## src/rtl/shift_add_mult_4bit_pkg.sv

```systemverilog
// Shared definitions for the sequential 4x4 shift-add multiplier:
// operand width, iteration count, FSM state encoding and operand gating.
package shift_add_mult_4bit_pkg;

  localparam int WIDTH      = 4;
  localparam int ITERATIONS = 4;

  typedef enum logic [1:0] {
    ST_IDLE = 2'b00,
    ST_BUSY = 2'b01,
    ST_DONE = 2'b10
  } state_t;

  // Partial-product select: the multiplicand is added only when the
  // current multiplier bit is set.
  function automatic logic [WIDTH-1:0] gate_operand(input logic sel,
                                                    input logic [WIDTH-1:0] m);
    return sel ? m : '0;
  endfunction

endpackage

```

## src/rtl/shift_add_mult_4bit_if.sv

```systemverilog
// Request/response bundle of the multiplier: start with operands in,
// registered product with busy/done status out.
interface shift_add_mult_4bit_if;
  import shift_add_mult_4bit_pkg::*;

  logic                   start;
  logic [WIDTH-1:0]       a;
  logic [WIDTH-1:0]       b;
  logic [2*WIDTH-1:0]     product;
  logic                   busy;
  logic                   done;

  // Requester side.
  modport master (
    output start,
    output a,
    output b,
    input  product,
    input  busy,
    input  done
  );

  // Multiplier side.
  modport slave (
    input  start,
    input  a,
    input  b,
    output product,
    output busy,
    output done
  );

endinterface

```

## src/rtl/ripple_carry_adder_4bit.sv

```systemverilog
// Purely combinational 4-bit ripple-carry adder; one full adder per bit,
// carry chained from bit 0 upward.
module ripple_carry_adder_4bit (
  input  logic [3:0] a,
  input  logic [3:0] b,
  input  logic       c_in,
  output logic [3:0] sum,
  output logic       c_out
);

  logic [4:0] carry;

  assign carry[0] = c_in;

  for (genvar gi = 0; gi < 4; gi++) begin : g_fa
    assign sum[gi]     = a[gi] ^ b[gi] ^ carry[gi];
    assign carry[gi+1] = (a[gi] & b[gi]) | (carry[gi] & (a[gi] ^ b[gi]));
  end

  assign c_out = carry[4];

endmodule

```

## src/rtl/shift_add_mult_4bit.sv

```systemverilog
// Sequential 4x4 unsigned multiplier. Each BUSY cycle adds the gated
// multiplicand to the upper half of the accumulator and shifts the 9-bit
// {carry, sum, multiplier} value right by one; after four iterations the
// accumulator holds the 8-bit product.
module shift_add_mult_4bit
  import shift_add_mult_4bit_pkg::*;
(
  input  logic                  clk,
  input  logic                  rst_n,
  shift_add_mult_4bit_if.slave  bus
);

  state_t             state_q,   state_d;
  logic [WIDTH-1:0]   mcand_q,   mcand_d;
  logic [WIDTH-1:0]   acc_hi_q,  acc_hi_d;
  logic [WIDTH-1:0]   acc_lo_q,  acc_lo_d;
  logic [2:0]         cnt_q,     cnt_d;
  logic [2*WIDTH-1:0] product_q, product_d;
  logic               busy_q,    busy_d;
  logic               done_q,    done_d;

  logic [WIDTH-1:0]   add_b;
  logic [WIDTH-1:0]   add_sum;
  logic               add_c_out;
  logic [2*WIDTH-1:0] shifted;

  // Partial-product adder: acc_hi plus the gated multiplicand, no carry in.
  assign add_b = gate_operand(acc_lo_q[0], mcand_q);

  ripple_carry_adder_4bit u_add (
    .a     (acc_hi_q),
    .b     (add_b),
    .c_in  (1'b0),
    .sum   (add_sum),
    .c_out (add_c_out)
  );

  // The carry lands in the top bit after the shift, so nothing is lost.
  assign shifted = {add_c_out, add_sum, acc_lo_q[WIDTH-1:1]};

  // Next-state, datapath and output decode for the start/busy/done sequencer.
  always_comb begin
    state_d   = state_q;
    mcand_d   = mcand_q;
    acc_hi_d  = acc_hi_q;
    acc_lo_d  = acc_lo_q;
    cnt_d     = cnt_q;
    product_d = product_q;
    busy_d    = busy_q;
    done_d    = done_q;

    case (state_q)
      ST_IDLE, ST_DONE: begin
        if (bus.start) begin
          mcand_d  = bus.a;
          acc_lo_d = bus.b;
          acc_hi_d = '0;
          cnt_d    = '0;
          state_d  = ST_BUSY;
          busy_d   = 1'b1;
          done_d   = 1'b0;
        end else begin
          state_d  = ST_IDLE;
          busy_d   = 1'b0;
          done_d   = 1'b0;
        end
      end

      ST_BUSY: begin
        acc_hi_d = shifted[2*WIDTH-1:WIDTH];
        acc_lo_d = shifted[WIDTH-1:0];
        if (cnt_q == 3'(ITERATIONS - 1)) begin
          product_d = shifted;
          state_d   = ST_DONE;
          busy_d    = 1'b0;
          done_d    = 1'b1;
        end else begin
          cnt_d     = cnt_q + 3'd1;
        end
      end

      default: begin
        state_d = ST_IDLE;
        busy_d  = 1'b0;
        done_d  = 1'b0;
      end
    endcase
  end

  // All state and outputs are registered; reset clears everything at once.
  always_ff @(posedge clk or negedge rst_n) begin
    if (!rst_n) begin
      state_q   <= ST_IDLE;
      mcand_q   <= '0;
      acc_hi_q  <= '0;
      acc_lo_q  <= '0;
      cnt_q     <= '0;
      product_q <= '0;
      busy_q    <= 1'b0;
      done_q    <= 1'b0;
    end else begin
      state_q   <= state_d;
      mcand_q   <= mcand_d;
      acc_hi_q  <= acc_hi_d;
      acc_lo_q  <= acc_lo_d;
      cnt_q     <= cnt_d;
      product_q <= product_d;
      busy_q    <= busy_d;
      done_q    <= done_d;
    end
  end

  assign bus.product = product_q;
  assign bus.busy    = busy_q;
  assign bus.done    = done_q;

endmodule
```

## src/flat_wrapper.sv

```systemverilog
// flat-port wrapper written by rule: the top's interface ports become plain ports
module shift_add_mult_4bit_flat import shift_add_mult_4bit_pkg::*;
  (clk, rst_n, bus_start, bus_a, bus_b, bus_product, bus_busy, bus_done);
  shift_add_mult_4bit_if bus_i ();
  input  logic clk;
  input  logic rst_n;
  input wire logic [$bits(bus_i.start)-1:0] bus_start;
  input wire logic [$bits(bus_i.a)-1:0] bus_a;
  input wire logic [$bits(bus_i.b)-1:0] bus_b;
  output wire logic [$bits(bus_i.product)-1:0] bus_product;
  output wire logic [$bits(bus_i.busy)-1:0] bus_busy;
  output wire logic [$bits(bus_i.done)-1:0] bus_done;
  assign bus_i.start = bus_start;
  assign bus_i.a = bus_a;
  assign bus_i.b = bus_b;
  assign bus_product = bus_i.product;
  assign bus_busy = bus_i.busy;
  assign bus_done = bus_i.done;
  shift_add_mult_4bit u_core (.clk(clk), .rst_n(rst_n), .bus(bus_i));
endmodule
```

## config.mk

```make
export PLATFORM = sky130hd
export DESIGN_NAME = shift_add_mult_4bit_flat
export DESIGN_NICKNAME = d
export VERILOG_FILES = /design/src/rtl/shift_add_mult_4bit_pkg.sv /design/src/rtl/shift_add_mult_4bit_if.sv /design/src/rtl/ripple_carry_adder_4bit.sv /design/src/rtl/shift_add_mult_4bit.sv /design/src/flat_wrapper.sv
export SDC_FILE = /design/constraint.sdc
export NUM_CORES = 1
export LEC_CHECK = 0
export CAP_MARGIN = 20
export CORE_MARGIN = 4
export CORE_UTILIZATION = 40
export CTS_CLUSTER_DIAMETER = 60
export DETAILED_ROUTE_END_ITERATION = 8
export PLACE_DENSITY = 0.76
export SETUP_SLACK_MARGIN = 0.05
export SLEW_MARGIN = 10
export SYNTH_ARGS = -nofsm -noshare
export SYNTH_HDL_FRONTEND = slang
export SYNTH_SLANG_ARGS = --single-unit
```

## constraint.sdc

```tcl
create_clock -name clk -period 5.78 [get_ports clk]
set_input_delay 0.578 -clock clk [delete_from_list [all_inputs] [get_ports clk]]
set_output_delay 0.578 -clock clk [all_outputs]
set_load 0.01 [all_outputs]
```

# ---- Word-level counts from Yosys, hierarchy flattened
# Index checks and enable logic that the tools add are counted.
dict set report totals {
  output_inout_bits 10
  in_bits 11
  regBits 27
  wordCells 55
}
dict set report op_classes {
  n_eq_ne 6
  n_reduce_logical 7
  add_sub_neg 1
  n_bitwise 17
  n_mux 16
}
# op count
set op_table {}
lappend op_table {{$pmux 4 s2} 2}
lappend op_table {{$mux 4} 3}
lappend op_table {{$and 1x1->1} 7}
lappend op_table {{$xor 1x1->1} 7}
lappend op_table {{$mux 3} 2}
lappend op_table {{$pmux 3 s2} 1}
lappend op_table {{$reduce_and 2->1} 3}
lappend op_table {{$mux 1} 5}
lappend op_table {{$ne 2x2->1 const B} 2}
lappend op_table {{$pmux 2 s2} 1}
lappend op_table {{$add 3x1->3 const B} 1}
lappend op_table {{$eq 3x2->1 const B} 1}
lappend op_table {{$or 1x1->1} 3}
lappend op_table {{$reduce_and 3->1} 1}
lappend op_table {{$eq 2x1->1 const B} 1}
lappend op_table {{$eq 2x2->1 const B} 1}
lappend op_table {{$logic_not 2->1} 1}
lappend op_table {{$mux 2} 1}
lappend op_table {{$ne 2x1->1 const B} 1}
lappend op_table {{$pmux 1 s2} 1}
lappend op_table {{$reduce_bool 2->1} 1}
lappend op_table {{$reduce_or 2->1} 1}

# ---- Longest topological paths before layout
# Gate-level depths: netlist (run 1).
dict set report depth {
  word_depth 9
  mapped_depth 8
  mapped_depth_nobuf 8
}

# ---- Modules after synthesis
# A second synthesis (run 1) with hierarchy kept.
dict set report unflattened {
  hier_cells 104
  hier_area_um2 1326.3
}
# module cells_per_inst area_per_inst_um2 n_inst seq_area_each_um2
set modules_own_cells {}
lappend modules_own_cells {shift_add_mult_4bit 90 1208.7 1 675.6}
lappend modules_own_cells {ripple_carry_adder_4bit 14 117.6 1 0.0}

# ---- Worst setup path after synthesis (run 1)
# Ideal clock, no wire load.
dict set report synth_path {
  path_kind {reg2reg}
  start {register u_core.acc_lo_q[0]}
  end {register u_core.acc_hi_q[3]}
  setup_slack_ns 3.673
  t_arrival_ns 2.041
  t_required_ns 5.715
  synth_period_minus_slack_ns 2.107
  n_path_buf 0
  path_stages_with_launch 9
  setup_time_ns 0.065
  path_cell_list {dfrtp_1 and2_1 ha_1 inv_1 fa_1 fa_1 fa_1 o21ai_0 a22o_1}
}
dict set report synth_via {
  elab_chain_len 9
  elab_cells_between_ends 15
  classes_between {mux (2); bitwise (13)}
}
# element line_no
set synth_lines {}
lappend synth_lines {{start: declaration} shift_add_mult_4bit.sv:16} ;# logic [WIDTH-1:0] acc_lo_q, acc_lo_d;
lappend synth_lines {{start signal: assignment} shift_add_mult_4bit.sv:105} ;# acc_lo_q <= acc_lo_d;
lappend synth_lines {{$mux 4 *} shift_add_mult_4bit_pkg.sv:18} ;# return sel ? m : '0;
lappend synth_lines {{$and 1x1->1 or $xor 1x1->1 (tied branches)} ripple_carry_adder_4bit.sv:17} ;# assign carry[gi+1] = (a[gi] & b[gi]) | (carry[gi] & (a[gi] ^ b[gi]));
lappend synth_lines {{$and 1x1->1} ripple_carry_adder_4bit.sv:17}
lappend synth_lines {{$or 1x1->1} ripple_carry_adder_4bit.sv:17}
lappend synth_lines {{$and 1x1->1} ripple_carry_adder_4bit.sv:17}
lappend synth_lines {{$or 1x1->1} ripple_carry_adder_4bit.sv:17}
lappend synth_lines {{$and 1x1->1} ripple_carry_adder_4bit.sv:17}
lappend synth_lines {{$or 1x1->1 *} ripple_carry_adder_4bit.sv:17}
lappend synth_lines {{$pmux 4 s2 *} shift_add_mult_4bit.sv:52} ;# case (state_q)
lappend synth_lines {{end signal: assignment} shift_add_mult_4bit.sv:104} ;# acc_hi_q <= acc_hi_d;
lappend synth_lines {{end: declaration} shift_add_mult_4bit.sv:15} ;# logic [WIDTH-1:0] acc_hi_q, acc_hi_d;
# Every way passes the cells marked *; elsewhere a longest branch is shown, timed or not.
# A chain may end at the register's enable or synchronous reset.

# ---- Worst setup path in the final report (run 1)
# Ends and elaborated chain as after synthesis.

==> flow_summary.yaml, run 1 <==
status:
  status: "complete, no violations"
placement:
  dp.cells: 154
  dp_hpwl_um: 1530
  place_congestion: 0.828
  port_buffers: 20
worst_setup_path:
  worstPathRequired_ns: 6.04
  crit_start: "u_core.acc_lo_q[0]$_DFFE_PN0P_"
  cp-start-kind: "flop"
  crit_fanout: 5
  crit_path_end_kind: "flop"
  critPathKind: "flop to flop"
  critPathArrivalTime_ns: 2.52
  timing.rr.start: "u_core.acc_lo_q[0]$_DFFE_PN0P_"
synthesis:
  synth-seq-area-share_pct: 55.6
  yosys.area.top_type_share_pct: 55.6
  ys_seq_elements: 25
  yosysTopAreaCell: "dfrtp_1"
  syn_area_um2: 1130
  synthTopCellsByArea: "dfrtp_1 (56%), nand2_1 (8.7%), fa_1 (5.3%), o21ai_0 (4.0%), ha_1 (3.3%)"
  synthCells: 107
  synth_edf_count: 0
  ys_async_sr_fraction_pct: 100
  ys_types: 25
  ys_warn_count: 0
  yosysMostFrequentCell: "nand2_1"
  syn_nets: 124
  syn_avg_cell_area_um2: 10.5
  synthFlopType: "dfrtp_1"
  synth_commonest_cells: "nand2_1 (26), dfrtp_1 (25), inv_1 (10)"
global_route:
  overflow: 0
  grt_pass1_vias: 777
  antenna_found_initial: 0
  grt_max_degree: 26
  track_usage_pct: 12.4
  grt_pass1_wl_um: 3370
layout:
  antenna-diode-count: 0
  fin_cells: 158
  fillers: 237
  drive_gt1_share_pct: 7.81
  area_delta_synth_final_pct: 20.7
  final_nets: 146
routing:
  drtAntennaViolNets: 0
  vias: 811
  wl_per_cell_um: 12.8
  viasPerCell: 5.13
  drt_iter0_drc: 24
  wl_um: 2020
  firstDrtPassIters: 4
  drc: 0
power_and_ir_drop:
  power_mw: 0.695
  p_per_area_nw_per_um2: 512
  ir_worst_vdd_mv: 0.262
  p_leak_nw: 0.628
clock_network:
  htree_levels: 1
  post-cts-setup-buffers: 0
  cts_hold_buffers: 0
  root_buffer: "clkbuf_4"
  clock_latency_ns: 0.32
  cts_tree: "yes"
  cts_buffer_depth: 2
  clkSlewWorstSetupHoldPaths_ns: 0.13
  numCtsBuffers: 3
  ctsResizeCount: 0
  clkSinkCount: 25
timing:
  period_minus_slack_ns: 2.26
  setup_violations: 0
  max-slew-margin-rel_pct: 63.8
  hold_viol: 0
  fmax_mhz: 443
  rsz0062_at_grt: "no"
  slew_viol_final: 0
  worst_pin_slew_ns: 0.543
  final.setup.tns_ns: 0
  finClkSkew_ns: 0.0103
  period_share_pct: 39.1
  holdWs_ns: 0.224
floorplan:
  ioPinCount: 21
  die-area_um2: 3730
  initial_core_util_pct: 43.5
  die_y_um: 61.1
  rows: 18
  dieWidth_um: 61.1
  coreArea_um2: 2590
min_path:
  min_path_type: "input port to asynchronous set/reset pin"
flow_run:
  drv_cap: 0
-- cells in the final DEF (no fill, tap or decap), types with 3 or more instances in the layout --
cell type	n
fa_1	3
ha_1	3
a21oi_1	4
o22ai_1	4
o21ai_0	9
clkdlybuf4s50_1	19
dfrtp_1	25
inv_1	10
nand2_1	26
clkbuf_4	3
-- worst max-delay path: stages, from the launching register on --
cell	delay, ns
dfrtp_1	0.42
and2_1	0.15
ha_1	0.14
inv_1	0.05
fa_1	0.37
fa_1	0.39
fa_1	0.38
o21ai_0	0.16
a22o_1	0.14
-- power breakdown --
group / switching [mW] / total (mW) / leakage, nW / internal [mW]
logic: 0.156 / 0.311 / 0.299 / 0.156
clock network: 0.0502 / 0.0761 / 0.0177 / 0.0259
registers: 0.0563 / 0.308 / 0.311 / 0.252
total: 0.262 / 0.695 / 0.628 / 0.433
-- layer usage --
metal	global-route usage (%)	vias up	wire, um	share of wire [%]
li1	-	400	-	-
met1	16.7	381	927	46
met2	18.4	24	944	47
met3	2.10	6	87	4.3
met4	8.05	0	60	3.0
met5	0	-	0	0
-- registers in the layout, summed over array words and instances (netlist names) --
register and count:
u_core.bus.product 8, u_core.acc_hi_q 4, u_core.acc_lo_q 4, u_core.mcand_q 4, u_core.cnt_q 3, u_core.bus.busy 1, u_core.bus.done 1
-- per-stage QoR --
| step | setup WS (ns) | instance area, um^2 | util (%) |
|---|---|---|---|
| after floorplan | 3.67 | 1130 | - |
| after global placement | 3.63 | 1340 | 51.6 |
| after detailed placement | 3.55 | 1340 | 51.6 |
| after CTS | 3.52 | 1360 | 52.7 |
| after global routing | 3.38 | 1360 | 52.5 |
| final | 3.52 | 1360 | 52.5 |
-- area by class of cell --
type / count / area [um^2] / share of cell area [%]
inverters: 10 / 37.5 / 2.76
clock inverters: 1 / 5.00 / 0.368
multi-input cells: 69 / 435 / 32.0
well taps: 30 / 37.5 / 2.76
repair buffers: 20 / 195 / 14.4
clock buffers: 3 / 22.5 / 1.66
flip-flops and latches: 25 / 626 / 46.0
-- worst paths after layout --
kind | to | slack [ns] | cells past startpoint
max | u_core.acc_hi_q[3]$_DFFE_PN0P_ | 3.52 | 8
min | u_core.bus.product[6]$_DFFE_PN0P_ | 0.22 | 1
max reg2reg | u_core.acc_hi_q[3]$_DFFE_PN0P_ | 3.52 | 8
min reg2reg | u_core.mcand_q[0]$_DFFE_PN0P_ | 0.49 | 2
max in group asynchronous | u_core.bus.product[4]$_DFFE_PN0P_ | 5.19 | 1
min in group clk | u_core.mcand_q[0]$_DFFE_PN0P_ | 0.49 | 2
-- cells by family (layout without fill, tap and decap cells) --
kind of cell | count (synthesis) | count (layout) | synth area share (%)
compound gates | 25 | 25 | 14.0
fa+ha+maj | 6 | 6 | 8.67
buf+inv | 13 | 34 | 5.78
flops | 25 | 25 | 55.6
mux | 1 | 1 | 1.00
simple gates | 37 | 37 | 15.0
Note: power is estimated with default switching activity, not from simulation.
==> inputs of run 2 (changes only) <==
clock period = 2.4 ns   (was 5.78 ns; I/O delays follow)
==> run 2 against run 1 <==
Compared with the run above:
- flip-flop and latch count unchanged
- critical endpoint unchanged
- clock power up 140%
- largest cell class unchanged
- worst setup slack worse by 3.3 ns
- routed wire length up 0.84%
- largest power group unchanged
- fmax up 1.6%
==> flow_summary.yaml, run 2 (same netlist as run 1, synthesis figures left out) <==
status:
  status: "complete, no violations"
global_route:
  overflow: 0
  antenna_found_initial: 0
  grt_max_degree: 26
  grt_pass1_vias: 802
  grt_pass1_wl_um: 3480
  track_usage_pct: 12.8
timing:
  fmax_mhz: 450
  holdWs_ns: 0.274
  max-slew-margin-rel_pct: 73.6
  hold_viol: 0
  rsz0062_at_grt: "no"
  finClkSkew_ns: 0.00174
  period_minus_slack_ns: 2.22
  slew_viol_final: 0
  setup_violations: 0
  final.setup.tns_ns: 0
  worst_pin_slew_ns: 0.396
  period_share_pct: 92.7
layout:
  largest_reg_flops: 8
  fillers: 220
  postLayoutCellArea_um2: 1370
  final_common_cell: "nand2_1"
  antenna-diode-count: 0
  final_nets: 147
  finish.utilization_pct: 52.9
  area_delta_synth_final_pct: 21.7
  drive_gt1_share_pct: 6.98
  final_cell_mix: "nand2_1 (26), dfrtp_1 (25), clkdlybuf4s50_1 (20)"
clock_network:
  root_buffer: "clkbuf_4"
  cts_hold_buffers: 0
  numCtsBuffers: 3
  htree_levels: 1
  post-cts-setup-buffers: 0
  cts_buffer_depth: 2
  clock_latency_ns: 0.31
  ctsResizeCount: 0
  clkSlewWorstSetupHoldPaths_ns: 0.12
  cts_tree: "yes"
  clkSinkCount: 25
routing:
  viasPerCell: 5.08
  drtAntennaViolNets: 0
  firstDrtPassIters: 5
  met2_wirelength_um: 1020
  wl_per_cell_um: 12.8
  wl_met3_um: 76
  top_layer: "met4"
  drc: 0
  vias: 807
  wl_um: 2040
  met1_length_um: 911
  drt_iter0_drc: 54
flow_run:
  drv_cap: 0
placement:
  port_buffers: 20
  dp_hpwl_um: 1530
  placed_cell_area_um2: 1340
  place_congestion: 0.829
floorplan:
  die-area_um2: 3730
  dieWidth_um: 61.1
  initial_core_util_pct: 43.5
  rows: 18
  coreArea_um2: 2590
  ioPinCount: 21
  die_y_um: 61.1
worst_setup_path:
  worstPathRequired_ns: 2.66
  crit_path_end_kind: "flop"
  critPathArrivalTime_ns: 2.48
  cp-start-kind: "flop"
  crit_fanout: 5
  critPathKind: "flop to flop"
power_and_ir_drop:
  ir_worst_vdd_mv: 0.624
  p_leak_nw: 0.630
  p_per_area_nw_per_um2: 1220
min_path:
  min_path_type: "input port to asynchronous set/reset pin"
-- run 2: worst paths after layout --
kind                                                    from                                end  slack [ns]  cells past startpoint
setup / recovery              u_core.acc_lo_q[0]$_DFFE_PN0P_     u_core.acc_hi_q[3]$_DFFE_PN0P_        0.18                      8
hold / removal                                         rst_n        u_core.cnt_q[2]$_DFFE_PN0P_        0.27                      2
setup reg to reg              u_core.acc_lo_q[0]$_DFFE_PN0P_     u_core.acc_hi_q[3]$_DFFE_PN0P_        0.18                      8
hold reg to reg            u_core.bus.product[4]$_DFFE_PN0P_  u_core.bus.product[4]$_DFFE_PN0P_        0.50                      2
max in group asynchronous                              rst_n  u_core.bus.product[4]$_DFFE_PN0P_        1.89                      2
min in group clk                                    bus_a[3]      u_core.mcand_q[3]$_DFFE_PN0P_        0.44                      3
-- run 2: critical path: stages, from the launching register on --
cell,delay [ns]
dfrtp_1,0.41
and2_1,0.14
ha_1,0.13
inv_1,0.04
fa_1,0.38
fa_1,0.39
fa_1,0.38
o21ai_0,0.16
a22o_1,0.14
-- run 2: report_power, final --
group          internal [mW]  switching (mW)  leakage (nW)
Clock                 0.0649           0.114        0.0150
Combinational          0.377           0.379         0.304
Sequential             0.606           0.135         0.311
Total                   1.05           0.628         0.630
-- run 2: stage by stage --
stage               setup WS [ns]  power (mW)  std cells
detailed placement          0.189        1.51        155
global route               0.0658        1.85        159
CTS                         0.176        1.70        159
global placement            0.250        1.48        155
finish                      0.176        1.68        159
floorplan                   0.293        1.24        107
-- run 2: layer usage --
layer | up-vias | track usage [%]
met5 | - | 0
met4 | 0 | 7.43
met3 | 2 | 2.10
met2 | 20 | 19.6
met1 | 387 | 17.0
li1 | 398 | -
-- run 2: area by class of cell --
class / instances / area (um^2) / area share, %
clock buffers: 4 / 26.3 / 1.92
inverters: 10 / 37.5 / 2.74
multi-input cells: 69 / 435 / 31.8
flip-flops and latches: 25 / 626 / 45.7
well taps: 30 / 37.5 / 2.74
repair buffers: 21 / 208 / 15.2
